===== src/rtl/rps_pkg.sv =====
// Shared definitions for the rock-paper-scissors datapath: choice codes,
// scoring result codes, the button-conditioner state encoding and small
// encoding helpers.
package rps_pkg;

  // Encoded player choices
  localparam logic [1:0] NONE     = 2'd0;
  localparam logic [1:0] ROCK     = 2'd1;
  localparam logic [1:0] PAPER    = 2'd2;
  localparam logic [1:0] SCISSORS = 2'd3;

  // Round outcome codes consumed by the scoring stage
  localparam logic [1:0] RESULT_DRAW    = 2'd0;
  localparam logic [1:0] RESULT_P1_WINS = 2'd1;
  localparam logic [1:0] RESULT_P2_WINS = 2'd2;

  // Button conditioner states
  typedef enum logic [2:0] {
    IDLE,
    DB_PRESS,
    FIRE,
    WAIT_RELEASE,
    DB_RELEASE
  } cond_state_e;

  // Priority encode {scissors, paper, rock}; the highest button wins
  function automatic logic [1:0] encode_choice(input logic [2:0] btn);
    logic [1:0] code;
    if (btn[2]) begin
      code = SCISSORS;
    end else if (btn[1]) begin
      code = PAPER;
    end else if (btn[0]) begin
      code = ROCK;
    end else begin
      code = NONE;
    end
    return code;
  endfunction

  // True when two or more buttons are held at once
  function automatic logic is_multi_press(input logic [2:0] btn);
    return (btn[0] & btn[1]) | (btn[0] & btn[2]) | (btn[1] & btn[2]);
  endfunction

endpackage


===== src/rtl/rps_sync.sv =====
// Multi-flop synchroniser for the raw, asynchronous player buttons.
// All stages clear on the asynchronous active-high reset.
module rps_sync #(
  parameter int unsigned STAGES = 2,
  parameter int unsigned WIDTH  = 3
) (
  input  logic             i_clk,
  input  logic             i_rst,
  input  logic [WIDTH-1:0] i_d,
  output logic [WIDTH-1:0] o_q
);

  logic [STAGES-1:0][WIDTH-1:0] r_chain;

  // Shift the raw inputs through the flop chain; the oldest stage is the output
  always_ff @(posedge i_clk or posedge i_rst) begin
    if (i_rst) begin
      r_chain <= '0;
    end else begin
      r_chain <= {r_chain[STAGES-2:0], i_d};
    end
  end

  assign o_q = r_chain[STAGES-1];

endmodule


===== src/rtl/rps_button_conditioner.sv =====
// Rock-paper-scissors button conditioner: synchronises BTN1..BTN3, debounces
// press and release, and emits one CHOICE_VALID strobe per physical press.
// Optional feature macro: RPS_MULTI_PRESS_REJECT_EN -- when defined, a press
// with more than one button held pulses CHOICE_REJECT instead of firing.
module rps_button_conditioner
  import rps_pkg::*;
#(
  parameter int unsigned DEBOUNCE_CYCLES = 65536,
  parameter int unsigned SYNC_STAGES     = 2
) (
  input  logic       CLK,
  input  logic       RST,
  input  logic       BTN1,
  input  logic       BTN2,
  input  logic       BTN3,
  output logic       CHOICE_VALID,
  output logic [1:0] CHOICE,
  output logic       CHOICE_REJECT,
  output logic       BUSY
);

  localparam int unsigned     CntW   = $clog2(DEBOUNCE_CYCLES);
  localparam logic [CntW-1:0] CntMax = CntW'(DEBOUNCE_CYCLES - 1);

  logic [2:0]      w_sync;
  cond_state_e     r_state;
  logic [2:0]      r_snap;
  logic [CntW-1:0] r_cnt;
  logic            r_choice_valid;
  logic [1:0]      r_choice;
  logic            r_busy;
`ifdef RPS_MULTI_PRESS_REJECT_EN
  logic            r_choice_reject;
`endif

  rps_sync #(
    .STAGES (SYNC_STAGES),
    .WIDTH  (3)
  ) u_sync (
    .i_clk (CLK),
    .i_rst (RST),
    .i_d   ({BTN3, BTN2, BTN1}),
    .o_q   (w_sync)
  );

  // Debounce FSM; strobes are loaded on the edge entering FIRE so they are
  // visible exactly while the state is FIRE.
  always_ff @(posedge CLK or posedge RST) begin
    if (RST) begin
      r_state        <= IDLE;
      r_snap         <= '0;
      r_cnt          <= '0;
      r_choice_valid <= 1'b0;
      r_choice       <= NONE;
      r_busy         <= 1'b0;
`ifdef RPS_MULTI_PRESS_REJECT_EN
      r_choice_reject <= 1'b0;
`endif
    end else begin
      r_choice_valid <= 1'b0;
`ifdef RPS_MULTI_PRESS_REJECT_EN
      r_choice_reject <= 1'b0;
`endif
      unique case (r_state)
        IDLE: begin
          r_cnt <= '0;
          if (w_sync != 3'b000) begin
            r_snap  <= w_sync;
            r_state <= DB_PRESS;
            r_busy  <= 1'b1;
          end
        end
        DB_PRESS: begin
          if (w_sync == 3'b000) begin
            // Glitch: drop back without a strobe
            r_state <= IDLE;
            r_busy  <= 1'b0;
          end else if (w_sync != r_snap) begin
            r_snap <= w_sync;
            r_cnt  <= '0;
          end else if (r_cnt == CntMax) begin
            r_state <= FIRE;
`ifdef RPS_MULTI_PRESS_REJECT_EN
            if (is_multi_press(r_snap)) begin
              r_choice_reject <= 1'b1;
            end else begin
              r_choice_valid <= 1'b1;
              r_choice       <= encode_choice(r_snap);
            end
`else
            r_choice_valid <= 1'b1;
            r_choice       <= encode_choice(r_snap);
`endif
          end else begin
            r_cnt <= r_cnt + CntW'(1);
          end
        end
        FIRE: begin
          r_state <= WAIT_RELEASE;
        end
        WAIT_RELEASE: begin
          // Buttons held or added here are ignored until a full release
          if (w_sync == 3'b000) begin
            r_cnt   <= '0;
            r_state <= DB_RELEASE;
          end
        end
        DB_RELEASE: begin
          if (w_sync != 3'b000) begin
            r_state <= WAIT_RELEASE;
          end else if (r_cnt == CntMax) begin
            r_state <= IDLE;
            r_busy  <= 1'b0;
          end else begin
            r_cnt <= r_cnt + CntW'(1);
          end
        end
        default: begin
          r_state <= IDLE;
          r_busy  <= 1'b0;
        end
      endcase
    end
  end

  assign CHOICE_VALID = r_choice_valid;
  assign CHOICE       = r_choice;
  assign BUSY         = r_busy;
`ifdef RPS_MULTI_PRESS_REJECT_EN
  assign CHOICE_REJECT = r_choice_reject;
`else
  assign CHOICE_REJECT = 1'b0;
`endif

endmodule


===== config.mk =====
export PLATFORM = sky130hd
export DESIGN_NAME = rps_button_conditioner
export DESIGN_NICKNAME = d
export VERILOG_FILES = /design/src/rtl/rps_pkg.sv /design/src/rtl/rps_sync.sv /design/src/rtl/rps_button_conditioner.sv
export SDC_FILE = /design/constraint.sdc
export NUM_CORES = 1
export LEC_CHECK = 0
export BUFFER_PORTS_ARGS = -buffer_cell sky130_fd_sc_hd__buf_2
export CAP_MARGIN = 20
export CORE_MARGIN = 4
export CORE_UTILIZATION = 55
export CTS_BUF_LIST = sky130_fd_sc_hd__clkbuf_4 sky130_fd_sc_hd__clkbuf_8
export CTS_CLUSTER_SIZE = 16
export DETAILED_ROUTE_END_ITERATION = 16
export MAX_ROUTING_LAYER = met4
export PLACE_DENSITY = 0.81
export SETUP_SLACK_MARGIN = 0.2
export SYNTH_ARGS = -nofsm -noshare
export SYNTH_HDL_FRONTEND = slang
export SYNTH_SLANG_ARGS = --single-unit

===== constraint.sdc =====
create_clock -name CLK -period 2.35 [get_ports CLK]
set_input_delay 0.47 -clock CLK [delete_from_list [all_inputs] [get_ports CLK]]
set_output_delay 0.47 -clock CLK [all_outputs]
set_load 0.1 [all_outputs]

Yosys cells after proc, flatten, opt, wreduce, memory -nomap -nowiden:

Index checks and enable logic that the tools add are counted.
Widths: inputs -> output; s select.

* output and inout bits: 5
* logic and storage cells: 69
* bits in registers: 32

* reduce and logical (&&, ||, !) cells: 11
* add/sub/neg operators: 1
* bitwise logic cells: 3
* mux-type cells: 30
* equal/unequal tests: 16

Operators by type and width (count)
* $mux 16: 5
* $pmux 16 s4: 1
* $mux 3: 10
* $add 16x1->16 const B: 1
* $eq 16x16->1 const B: 1
* $pmux 3 s5: 1
* $ne 2x2->1 const B: 7
* $reduce_and 4->1: 3
* $reduce_and 5->1: 2
* $mux 1: 9
* $ne 3x3->1 const B: 3
* $eq 3x2->1 const B: 2
* $logic_not 3->1: 2
* $pmux 3 s2: 1
* $mux 2: 2
* $pmux 1 s4: 1
* $reduce_bool 4->1: 1
* $eq 3x1->1 const B: 1
* $eq 3x3->1 const B: 1
* $ne 3x3->1: 1
* $not 1->1: 3
* $reduce_bool 3->1: 1
* $reduce_bool 2->1: 1
* $reduce_or 2->1: 1

Depth between registers and ports, before layout:

* depth in word-level cells: 5
* mapped depth: 6
* gate-level depth less buffers: 6

Cells and area by module:

From an unflattened synthesis, not the netlist that was laid out.

* cells, all modules: 180
* area, all modules: 1740.4 µm²

By module, submodules not included
* rps_button_conditioner: cells each 170, area an instance 1564.0 µm², instances 1
* rps_sync: cells each 10, area an instance 176.4 µm², instances 1

Least setup slack after synthesis:

No wires, ideal clock.

* path type: register to register
* from: reg u_sync.r_chain, in the netlist u_sync.o_q[2]
* to: reg r_cnt[9]
* setup slack: 421 ps
* arrival: 1851 ps
* library setup time: 78 ps
* buffers on the path: 0
* clock period less this slack: 1929 ps
* stages on the path, launching flop included: 6
* required time: 2272 ps
* path through: dfrtp_1 -> or3_4 -> a21o_1 -> a221o_1 -> or3_1 -> a21oi_1

* cells in the longest elaborated chain, start to end: 4
* elaborated cells between the ends (all ways): 10
* those cells by class: eq/ne (4); mux (3); reduce/logical (3)

RTL lines
* start: declaration: RTL line rps_sync.sv:13 `logic [STAGES-1:0][WIDTH-1:0] r_chain;`
* start signal: assignment: RTL line rps_sync.sv:20 `r_chain <= {r_chain[STAGES-2:0], i_d};`
* $ne 3x3->1: RTL line rps_button_conditioner.sv:78 `end else if (w_sync != r_snap) begin`
* $mux 16: RTL line rps_button_conditioner.sv:78
* $mux 16: RTL line rps_button_conditioner.sv:74 `if (w_sync == 3'b000) begin`
* $pmux 16 s4: RTL line rps_button_conditioner.sv:64 `unique case (r_state)`
* end signal: assignment: RTL line rps_button_conditioner.sv:95 `r_cnt <= r_cnt + CntW'(1);`
* end signal: assignment: RTL line rps_button_conditioner.sv:115 `r_cnt <= r_cnt + CntW'(1);`
* end: declaration: RTL line rps_button_conditioner.sv:28 `logic [CntW-1:0] r_cnt;`

Parallel ways exist; a longest one is shown, timed or not. The select of a mux whose other input is x is not followed.
A chain may end at the register's enable or synchronous reset.

Worst setup path in the final report:

* from: reg u_sync.r_chain, in the netlist u_sync.o_q[2]
* to: reg r_cnt[11]

The elaborated chain is that of the path after synthesis.

==> metrics.cfg <==
[status]
status = completed

[final_layout]
stdcell_area_um2 = 1780
antenna_cells = 0
multi_input_area_um2 = 742
layout-drive-gt1-share_pct = 17.4
finalNonFillerCells = 215
seq_area_um2 = 801
syn2layout_area_growth_pct = 11.7
fillers = 227
nets = 190

[pwr]
switching_share_pct = 25.8
clkPwrFrac_pct = 32.9
p_per_area_nw_per_um2 = 582
leakage_nw = 0.760
peakVddDrop_v = 0.000437
seqPwrFrac_pct = 56.3
comb_power_share_pct = 10.8
intPower_w = 0.000768
p_switching_w = 0.000267
p_total_w = 0.00103

[timing]
skew_ps = 10.6
fin_crit_sh_pct = 88.7
max-slew-margin-rel_pct = 55.3
fin_tns_setup_ps = 0
setup_slack_ps = 265
rsz0062_at_grt = false
tightest_slew_ps = 664
period_needed_ps = 2090
fmax_mhz = 480
maxSlewViolCount = 0
setup_violations = 0
hold_viol_final = 0

[clock_network]
numClockSinks = 32
cts-root-buf = clkbuf_4
clk_pin_slew_ps = 90
cts_tree = built
insertion_delay_ps = 320
cts_made_buffers = 5
clock_path_buffers = 2
cts_hold_buffers = 0
htreeDepth = 2

[route]
vias_per_cell = 5.98
drt_iter0_markers = 73
dr_total_vias = 1285
wirelength_um = 3190
wire_per_inst_um = 14.8
ant_nets = 0
drc = 0
drt_pass1_iterations = 4

[yosys]
ys_types = 37
synth-edff-count = 0
netlist.area_leader.share_pct = 50.4
mappedNetlistArea_um2 = 1590
syn_avg_cell_area_um2 = 9.52
synth-async-reset-ratio_pct = 100
synthCells = 167
yosysMostFrequentCell = dfrtp_1
synth_area_leaders = dfrtp_1 (50%), a21oi_1 (4.7%), xnor2_1 (3.9%)
yosysSeqAreaShare_pct = 50.4
syn-num-nets = 173
synth_top_cell_by_area = dfrtp_1
synth-seq-cells = 32
synth_ff_type = dfrtp_1
yosys_warnings = 0
synthTopCellsByCount = dfrtp_1 (32), nor2_1 (16), a21oi_1 (15)

[global_routing]
antenna_found_initial = 0
grt_max_degree = 33
grt_pass1_wl_um = 5300
grt_overflow = 0
grt_pass1_vias = 1217
grt_usage_pct = 19.5

[critical_path]
worstPathRequired_ps = 2600
crit_path_start_kind = register
endpoint_kind = register
critPathKind = register to register
crit_chain = or3_4, a21o_1, a221o_1, or3_1, a21oi_1
cpLargestDelayFamily = compound AO/OA/AOI/OAI gates
crit_buf_inv = 0
cp.arrival_ps = 2340
crit_slowest_cell = dfrtp_1
crit_path_max_fanout = 8
slowest_delay_ps = 430

[placed_design]
dp.cells = 205
place_congestion = 0.873
port_buffers = 8
post-place-ws_ps = 142
postPlaceCellArea_um2 = 1680
hpwl_um = 2240

[floorplan]
pin_count = 10
die_y_um = 61.8
rows = 19
dieArea_um2 = 3820
coreArea_um2 = 2760
initial_core_util_pct = 57.7
dieWidth_um = 61.8

[job]
cap_violations = 0

[hold_path]
hold_path_class = input port to async pin

state kept, by name, indices dropped and copies added, names as in the netlist:
name	cells
CHOICE_VALID	1
u_sync.r_chain	3
BUSY	1
r_snap	3
u_sync.o_q	3
r_cnt	16
r_state	3
CHOICE	2
final cells by class:
| class | instances | share of cell area, % |
|---|---|---|
| clock buffers | 7 | 3.66 |
| inverters | 10 | 2.11 |
| multi-input cells | 120 | 41.8 |
| flip-flops and latches | 32 | 45.1 |
| well taps | 31 | 2.18 |
| repair buffers | 15 | 5.21 |
worst paths after layout:
path / startpoint / endpoint / slack [ps] / cells past startpoint
worst max-delay path: u_sync.o_q[2]$_DFF_PP0_ / r_cnt[11]$_DFFE_PP0P_ / 260 / 5
worst min-delay path: RST / r_snap[2]$_DFFE_PP0P_ / 200 / 3
worst max register to register: u_sync.o_q[2]$_DFF_PP0_ / r_cnt[11]$_DFFE_PP0P_ / 260 / 5
worst min register to register: u_sync.r_chain[2]$_DFF_PP0_ / u_sync.o_q[2]$_DFF_PP0_ / 360 / 0
max in group asynchronous: RST / r_cnt[2]$_DFFE_PP0P_ / 1850 / 3
min in group CLK: BTN1 / u_sync.r_chain[0]$_DFF_PP0_ / 250 / 1
cell families after synthesis:
group | Yosys count | share of synthesized area (%)
AND/OR/NAND/NOR | 65 | 21.9
AO/OA/AOI/OAI | 43 | 17.2
flip-flops | 32 | 50.4
buffers and inverters | 15 | 3.86
XOR/XNOR | 7 | 3.86
multiplexers | 3 | 1.89
adder cells (fa/ha/maj) | 1 | 0.787
other | 1 | 0.236
worst reg2reg max path, delay by kind of cell (launching register included):
family           cells  cell delay, ps
AO/OA/AOI/OAI        3             800
flip-flops           1             430
AND/OR/NAND/NOR      2             800
cells in the final DEF (no fill, tap or decap), types with 3 or more instances in the layout:
cell	synthesis	routed
or3_1	8	7
buf_2	1	8
o21ai_0	11	11
mux2i_1	3	3
nand3_1	8	8
a21oi_1	15	15
nor3_1	4	4
dfrtp_1	32	32
nor2_1	16	15
or2_2	3	3
inv_1	10	10
nand2_1	13	13
xnor2_1	7	7
buf_4	1	7
clkbuf_4	0	5
repair_timing:
item,in CTS,in global routing
setup buffers,0,3
pin swaps,0,2
resized for setup,1,2
endpoints found under the setup margin,2,7
through the flow:
| step | util, % | hold WS [ps] |
|---|---|---|
| finish | 64.4 | 205 |
| CTS | 63.3 | 207 |
| floorplan | - | 331 |
| global placement | 60.8 | 333 |
| detailed placement | 60.8 | 340 |
| global route | 64.4 | 231 |
routing by layer:
layer  GRT usage, %  up-vias  wire (µm)
met4           6.67        0         49
met2           30.3       27       1510
met5              -        -          0
met1           24.6      623       1510
met3           5.58        7        123
li1               -      628          -
power by group through the flow:
| stage | clock network (W) | logic [W] | registers [W] |
|---|---|---|---|
| after floorplan | 0 | 0.0000668 | 0.000614 |
| after detailed placement | 0 | 0.000112 | 0.000593 |
| final | 0.000340 | 0.000112 | 0.000582 |
| after global placement | 0 | 0.000109 | 0.000591 |
| after CTS | 0.000353 | 0.000113 | 0.000582 |
| after global routing | 0.000379 | 0.000121 | 0.000585 |
(Power assumes the default switching activity.)
